[src/rtl/riscv_pipe_pkg.sv]
// Shared definitions for the 5-stage RV32I pipeline.
//   XLEN             : architectural register / address width
//   NOP_INSTR        : bubble instruction (addi x0,x0,0)
//   RESET_PC_DEFAULT : fetch PC after reset unless overridden
//   fetch_state_e    : fetch-stage memory handshake states
package riscv_pipe_pkg;

  localparam int          XLEN             = 32;
  localparam logic [31:0] NOP_INSTR        = 32'h0000_0013;
  localparam logic [31:0] RESET_PC_DEFAULT = 32'h0000_0000;

  // REQ  : free to issue a request
  // WAIT : request granted, response still owed
  // DROP : granted request was squashed by a redirect, swallow its response
  typedef enum logic [1:0] {
    REQ  = 2'd0,
    WAIT = 2'd1,
    DROP = 2'd2
  } fetch_state_e;

endpackage

[src/rtl/if_skid_buf.sv]
// One-entry holding buffer for a fetched {instr, pc, pc+4} triple that
// arrives while Decode is stalled.
//   clk, reset   : clock, synchronous active-low reset
//   clr          : drop the held entry (highest priority)
//   wr_en        : capture wr_* as the held entry
//   rd_en        : entry consumed by the IF/ID register
//   wr_instr/wr_pc/wr_pcplus4 : entry to capture
//   valid        : an entry is held
//   instr/pc/pcplus4          : the held entry
module if_skid_buf
  import riscv_pipe_pkg::*;
(
  input  logic            clk,
  input  logic            reset,
  input  logic            clr,
  input  logic            wr_en,
  input  logic            rd_en,
  input  logic [XLEN-1:0] wr_instr,
  input  logic [XLEN-1:0] wr_pc,
  input  logic [XLEN-1:0] wr_pcplus4,
  output logic            valid,
  output logic [XLEN-1:0] instr,
  output logic [XLEN-1:0] pc,
  output logic [XLEN-1:0] pcplus4
);

  logic            valid_q, valid_d;
  logic [XLEN-1:0] instr_q, instr_d;
  logic [XLEN-1:0] pc_q, pc_d;
  logic [XLEN-1:0] pcplus4_q, pcplus4_d;

  // Clear beats write beats read. The payload only moves on a write; the
  // valid flag alone decides whether the held payload means anything.
  always_comb begin
    valid_d   = valid_q;
    instr_d   = instr_q;
    pc_d      = pc_q;
    pcplus4_d = pcplus4_q;
    if (wr_en) begin
      instr_d   = wr_instr;
      pc_d      = wr_pc;
      pcplus4_d = wr_pcplus4;
    end
    if (clr) begin
      valid_d = 1'b0;
    end else if (wr_en) begin
      valid_d = 1'b1;
    end else if (rd_en) begin
      valid_d = 1'b0;
    end
  end

  // Buffer registers; reset leaves it empty.
  always_ff @(posedge clk) begin
    if (!reset) begin
      valid_q   <= 1'b0;
      instr_q   <= '0;
      pc_q      <= '0;
      pcplus4_q <= '0;
    end else begin
      valid_q   <= valid_d;
      instr_q   <= instr_d;
      pc_q      <= pc_d;
      pcplus4_q <= pcplus4_d;
    end
  end

  assign valid   = valid_q;
  assign instr   = instr_q;
  assign pc      = pc_q;
  assign pcplus4 = pcplus4_q;

endmodule

[src/rtl/if_fetch_stage.sv]
// Fetch stage and IF/ID register. Holds PCF, issues single-outstanding
// requests over a req/gnt/rvalid instruction-memory handshake, applies
// Execute redirects and presents the fetched instruction to Decode.
//   clk, reset                  : clock, synchronous active-low reset
//   StallF, StallD, FlushD      : hazard-unit controls
//   PCSrcE, PCTargetE           : taken branch/jump and its target
//   imem_req/imem_addr          : request to instruction memory
//   imem_gnt/imem_rvalid/imem_rdata : grant and response from memory
//   PCF                         : current fetch PC
//   InstrD/PCD/PCPlus4D/ValidD  : IF/ID register contents
module if_fetch_stage #(
  parameter logic [31:0] RESET_PC  = riscv_pipe_pkg::RESET_PC_DEFAULT,
  parameter logic [31:0] NOP_INSTR = riscv_pipe_pkg::NOP_INSTR
) (
  input  logic        clk,
  input  logic        reset,
  input  logic        StallF,
  input  logic        StallD,
  input  logic        FlushD,
  input  logic        PCSrcE,
  input  logic [31:0] PCTargetE,
  output logic        imem_req,
  output logic [31:0] imem_addr,
  input  logic        imem_gnt,
  input  logic        imem_rvalid,
  input  logic [31:0] imem_rdata,
  output logic [31:0] PCF,
  output logic [31:0] InstrD,
  output logic [31:0] PCD,
  output logic [31:0] PCPlus4D,
  output logic        ValidD
);

  import riscv_pipe_pkg::*;

  fetch_state_e    state_q, state_d;
  logic [XLEN-1:0] pcf_q, pcf_d;
  logic [XLEN-1:0] req_pc_q, req_pc_d;
  logic [XLEN-1:0] instr_d_q, instr_d_d;
  logic [XLEN-1:0] pc_d_q, pc_d_d;
  logic [XLEN-1:0] pcplus4_d_q, pcplus4_d_d;
  logic            valid_d_q, valid_d_d;

  logic            buf_valid;
  logic [XLEN-1:0] buf_instr, buf_pc, buf_pcplus4;
  logic            buf_wr, buf_rd;
  logic            resp_fire, direct_load;
  logic [XLEN-1:0] req_pcplus4;

  // A held buffer entry blocks new requests, so only one response can ever
  // be waiting for Decode.
  assign imem_req    = (state_q == REQ) & ~StallF & ~buf_valid & ~PCSrcE;
  assign imem_addr   = pcf_q;
  assign req_pcplus4 = req_pc_q + 32'd4;

  // A response is kept only when it belongs to a live request and no
  // redirect is discarding it in the same cycle.
  assign resp_fire   = (state_q == WAIT) & imem_rvalid & ~PCSrcE;
  assign direct_load = resp_fire & ~StallD & ~FlushD & ~buf_valid;
  assign buf_wr      = resp_fire & StallD & ~FlushD;
  assign buf_rd      = buf_valid & ~StallD & ~FlushD;

  if_skid_buf u_skid_buf (
    .clk        (clk),
    .reset      (reset),
    .clr        (FlushD),
    .wr_en      (buf_wr),
    .rd_en      (buf_rd),
    .wr_instr   (imem_rdata),
    .wr_pc      (req_pc_q),
    .wr_pcplus4 (req_pcplus4),
    .valid      (buf_valid),
    .instr      (buf_instr),
    .pc         (buf_pc),
    .pcplus4    (buf_pcplus4)
  );

  // Fetch FSM and PC. A redirect always overrides the +4 step; a redirect
  // while a response is still owed moves to DROP so the stale data is eaten.
  always_comb begin
    state_d  = state_q;
    pcf_d    = pcf_q;
    req_pc_d = req_pc_q;
    case (state_q)
      REQ: begin
        if (imem_req && imem_gnt) begin
          req_pc_d = pcf_q;
          pcf_d    = pcf_q + 32'd4;
          state_d  = WAIT;
        end
      end
      WAIT: begin
        if (imem_rvalid) begin
          state_d = REQ;
        end else if (PCSrcE) begin
          state_d = DROP;
        end
      end
      DROP: begin
        if (imem_rvalid) begin
          state_d = REQ;
        end
      end
      default: state_d = REQ;
    endcase
    if (PCSrcE) begin
      pcf_d = PCTargetE;
    end
  end

  // IF/ID register: flush, then stall, then buffered entry, then a direct
  // response, else a bubble. Bubbles and flushes keep the old PCD/PCPlus4D.
  always_comb begin
    instr_d_d   = instr_d_q;
    pc_d_d      = pc_d_q;
    pcplus4_d_d = pcplus4_d_q;
    valid_d_d   = valid_d_q;
    if (FlushD) begin
      instr_d_d = NOP_INSTR;
      valid_d_d = 1'b0;
    end else if (StallD) begin
      valid_d_d = valid_d_q;
    end else if (buf_valid) begin
      instr_d_d   = buf_instr;
      pc_d_d      = buf_pc;
      pcplus4_d_d = buf_pcplus4;
      valid_d_d   = 1'b1;
    end else if (direct_load) begin
      instr_d_d   = imem_rdata;
      pc_d_d      = req_pc_q;
      pcplus4_d_d = req_pcplus4;
      valid_d_d   = 1'b1;
    end else begin
      instr_d_d = NOP_INSTR;
      valid_d_d = 1'b0;
    end
  end

  // All stage state; reset abandons any outstanding request.
  always_ff @(posedge clk) begin
    if (!reset) begin
      state_q     <= REQ;
      pcf_q       <= RESET_PC;
      req_pc_q    <= '0;
      instr_d_q   <= NOP_INSTR;
      pc_d_q      <= '0;
      pcplus4_d_q <= '0;
      valid_d_q   <= 1'b0;
    end else begin
      state_q     <= state_d;
      pcf_q       <= pcf_d;
      req_pc_q    <= req_pc_d;
      instr_d_q   <= instr_d_d;
      pc_d_q      <= pc_d_d;
      pcplus4_d_q <= pcplus4_d_d;
      valid_d_q   <= valid_d_d;
    end
  end

  assign PCF      = pcf_q;
  assign InstrD   = instr_d_q;
  assign PCD      = pc_d_q;
  assign PCPlus4D = pcplus4_d_q;
  assign ValidD   = valid_d_q;

endmodule

[config.mk]
export PLATFORM = sky130hd
export DESIGN_NAME = if_fetch_stage
export DESIGN_NICKNAME = d
export VERILOG_FILES = /design/src/rtl/riscv_pipe_pkg.sv /design/src/rtl/if_skid_buf.sv /design/src/rtl/if_fetch_stage.sv
export SDC_FILE = /design/constraint.sdc
export NUM_CORES = 1
export LEC_CHECK = 0
export BUFFER_PORTS_ARGS = -buffer_cell sky130_fd_sc_hd__buf_2
export CAP_MARGIN = 15
export CORE_MARGIN = 2
export CORE_UTILIZATION = 35
export CTS_CLUSTER_DIAMETER = 50
export DETAILED_ROUTE_END_ITERATION = 10
export GPL_TIMING_DRIVEN = 0
export PLACE_DENSITY = 0.67
export SLEW_MARGIN = 40
export SYNTH_ARGS = -nofsm -noshare
export SYNTH_HDL_FRONTEND = slang
export SYNTH_SLANG_ARGS = --single-unit
[constraint.sdc]
create_clock -name clk -period 2.2 [get_ports clk]
set_clock_uncertainty 0.05 [all_clocks]
set_input_delay 0.22 -clock clk [delete_from_list [all_inputs] [get_ports clk]]
set_output_delay 0.22 -clock clk [all_outputs]
set_load 0.005 [all_outputs]
==> impl_metrics.env <==
export IMPL_cts_sinks=256
export IMPL_synth_ff_type="dfxtp_1"
export IMPL_htree_levels=1
export IMPL_relSlewSlack_pct=43.51
export IMPL_rows=65
export IMPL_synth_avg_cell_area_um2=8.228
export IMPL_slew_viol_final=0
export IMPL_ff2ff_setup_slack_ns=0.08
export IMPL_root_buffer="clkbuf_16"
export IMPL_hp_start="PCSrcE"
export IMPL_dieHeight_um=183.3
export IMPL_yosys_register_bits=256
export IMPL_dieArea_um2=33580
export IMPL_r2r_start="state_q[0]$_SDFFE_PN0P_"
export IMPL_worst_pin_slew_ns=0.8474
export IMPL_clk_pin_slew_ns=0.06
export IMPL_diodes=0
export IMPL_place_area_um2=12910
export IMPL_register_area_um2=5135
export IMPL_place_inst=2000
export IMPL_clockBufferDepth=3
export IMPL_setup_viol=0
export IMPL_drv_cap=0
export IMPL_drt_wl_total_um=37840
export IMPL_grt_antenna_before_repair=0
export IMPL_hp_class="primary input to register"
export IMPL_cts_buffers=28
export IMPL_worstPathArrival_ns=2.54
export IMPL_cpPeakStageDelay_ns=0.33
export IMPL_synth_nets=1441
export IMPL_end_kind="register"
export IMPL_netlist_instances=1367
export IMPL_period_needed_ns=2.119
export IMPL_most_common_layout_cells="nand2_1, dfxtp_1, buf_2"
export IMPL_area_growth_pct=30.83
export IMPL_holdWs_ns=0.1699
export IMPL_gp_congestion=0.9060
export IMPL_max_freq_mhz=472.0
export IMPL_crit_fanout=10
export IMPL_multi_input_area_um2=5460
export IMPL_grt_start_max_net_pins=15
export IMPL_grt_overflow=0
export IMPL_worstSkewPairLatency_ns=0.55
export IMPL_fin_cells=2117
export IMPL_synth_top_area_share_pct=45.57
export IMPL_crit_type="register to register"
export IMPL_drc_errors=0
export IMPL_yosys_warnings=0
export IMPL_r2r_end="u_skid_buf.pc[28]$_SDFFE_PN0P_"
export IMPL_vias_per_cell=5.355
export IMPL_cp_slowest_cell="dfxtp_1"
export IMPL_worstRegToRegCells=8
export IMPL_async_flop_share_pct=0
export IMPL_synth_area_leaders="dfxtp_1, nand2_1, a21oi_1"
export IMPL_cts_tree="yes"
export IMPL_hold_path_depth=4
export IMPL_port_buffers=231
export IMPL_avgRoutedWirePerCell_um=17.87
export IMPL_grt_pass1_vias=10595
export IMPL_synth_yosys_seq_area_share_pct=45.57
export IMPL_dpl_hpwl_um=27610
export IMPL_synth_cell_types=57
export IMPL_power_total_w=0.01034
export IMPL_final_area_um2=14710
export IMPL_io_pins=234
export IMPL_ir_drop_uv=477.5
export IMPL_start_util_pct=35.55
export IMPL_rsz0062_at_grt="true"
export IMPL_ant_nets=0
export IMPL_core_region_area_um2=31640
export IMPL_synth_enable_flop_cells=0
export IMPL_finalHoldViolCount=0
export IMPL_synth_area_um2=11250
export IMPL_required_ns=2.63
export IMPL_track_usage_pct=21.66
export IMPL_die_width_um=183.3
export IMPL_synth_largest_area_cell="dfxtp_1"
export IMPL_path_common_cell="buf_2"
export IMPL_num_vias=11336
export IMPL_grt_pass1_wl_um=58050
export IMPL_status="finished, final reports clean"
export IMPL_period_share_pct=96.31
export IMPL_fillers=3063
export IMPL_drt_iter0_drc=775
export IMPL_p_per_area_nw_per_um2=702.6
export IMPL_p_leak_nw=5.729
export IMPL_first_pass_iters=5
export IMPL_final_common_cell="nand2_1"
export IMPL_path_cells="buf_6 > nor4bb_4 > and2_1 > buf_2 > buf_4 > buf_2 > nand2_1 > a21oi_1"
export IMPL_hold_end="state_q[0]$_SDFFE_PN0P_"
export IMPL_nets=1770
export IMPL_drive_above_1_share_pct=21.98
export IMPL_start_kind="register"
[per-layer routing]
| layer | share of wire (%) | vias to the layer above | global-route usage (%) |
|---|---|---|---|
| li1 | - | 5444 | - |
| met1 | 43 | 5304 | 28.83 |
| met2 | 46 | 500 | 35.03 |
| met3 | 7.2 | 88 | 3.574 |
| met4 | 3.8 | 0 | 8.672 |
| met5 | 0 | - | 0 |
[critical path, delay by kind of cell (launching register included)]
kind                   cells  cell delay [ns]
DFF                        1             0.33
AOI/OAI and AO/OA          1             0.12
and+or+nand+nor            3             0.60
buffers and inverters      4             0.94
[synthesized netlist by cell type, drive strengths merged (12+ instances only)]
| library cell | number |
|---|---|
| buf | 65 |
| o21ai | 42 |
| dfxtp | 256 |
| xor2 | 25 |
| xnor2 | 13 |
| a211oi | 40 |
| clkbuf | 88 |
| nor2 | 78 |
| and3 | 12 |
| nand2 | 254 |
| nor3 | 48 |
| nand4 | 33 |
| a221oi | 31 |
| nor2b | 40 |
| a21oi | 140 |
| mux2i | 37 |
| nand3 | 24 |
| o22ai | 24 |
[registers in the layout (all words and copies together) (netlist names)]
signal and cells:
InstrD 32, PCD 32, PCF 32, PCPlus4D 30
ValidD 1, req_pc_q 32, state_q 2, u_skid_buf.instr 32
u_skid_buf.pc 30, u_skid_buf.pcplus4 32, u_skid_buf.valid 1
[where the power goes]
group	total [W]	internal [W]	switching, W
clock	0.00477	0.00284	0.00193
combinational	0.000764	0.000362	0.000402
sequential	0.00481	0.00471	0.000101
total	0.0103	0.00791	0.00243
[what timing repair did]
item,4_1_cts,5_1_grt
gates resized for setup,29,29
pin swaps,2,1
endpoints found under the setup margin,191,127
hold buffers,65,0
setup buffers,3,2
hold endpoints to repair,78,0
[final cells by class]
cell class / count / share of cell area [%]
sequential: 256 / 34.90
multi-input combinational: 946 / 37.11
buffer: 151 / 5.332
timing repair buffer: 301 / 12.53
clock buffer: 38 / 5.570
tap: 402 / 3.418
clock inverter: 11 / 0.8333
inverter: 12 / 0.3061
[worst max-delay path by stage]
stage	start	endpoint	slack, ns
5_1_grt	req_pc_q[10]$_SDFFE_PN0P_	PCPlus4D[30]$_SDFFE_PN0P_	-0.007
4_1_cts	state_q[1]$_SDFFE_PN0P_	InstrD[26]$_SDFFE_PP0N_	-0.04
3_5_place_dp	state_q[0]$_SDFFE_PN0P_	u_skid_buf.pc[22]$_SDFFE_PN0P_	-0.44
6_report	state_q[0]$_SDFFE_PN0P_	u_skid_buf.pc[28]$_SDFFE_PN0P_	0.08
3_3_place_gp	state_q[0]$_SDFFE_PN0P_	u_skid_buf.pcplus4[1]$_SDFFE_PN0P_	-0.43
2_1_floorplan	PCF[2]$_SDFFE_PN0P_	PCF[30]$_SDFFE_PN0P_	0.25
[metrics by stage]
step / setup slack [ns] / setup TNS, ns / utilization (%)
floorplan: 0.2515 / 0 / -
global placement: -0.4286 / -38.51 / 40.79
detailed placement: -0.4360 / -38.40 / 40.81
CTS: -0.04147 / -0.1161 / 46.27
global route: -0.007488 / -0.01448 / 46.51
finish: 0.08125 / 0 / 46.51
[kinds of logic after synthesis]
logic type,after synthesis,synth area share (%)
AO/OA/AOI/OAI,337,18.88
XOR/XNOR,38,2.959
adder cells (fa/ha/maj),2,0.2225
buffers and inverters,165,6.997
flip-flops,256,45.57
multiplexers,41,3.693
AND/OR/NAND/NOR,528,21.68
Power figures use the tool's default switching activity.
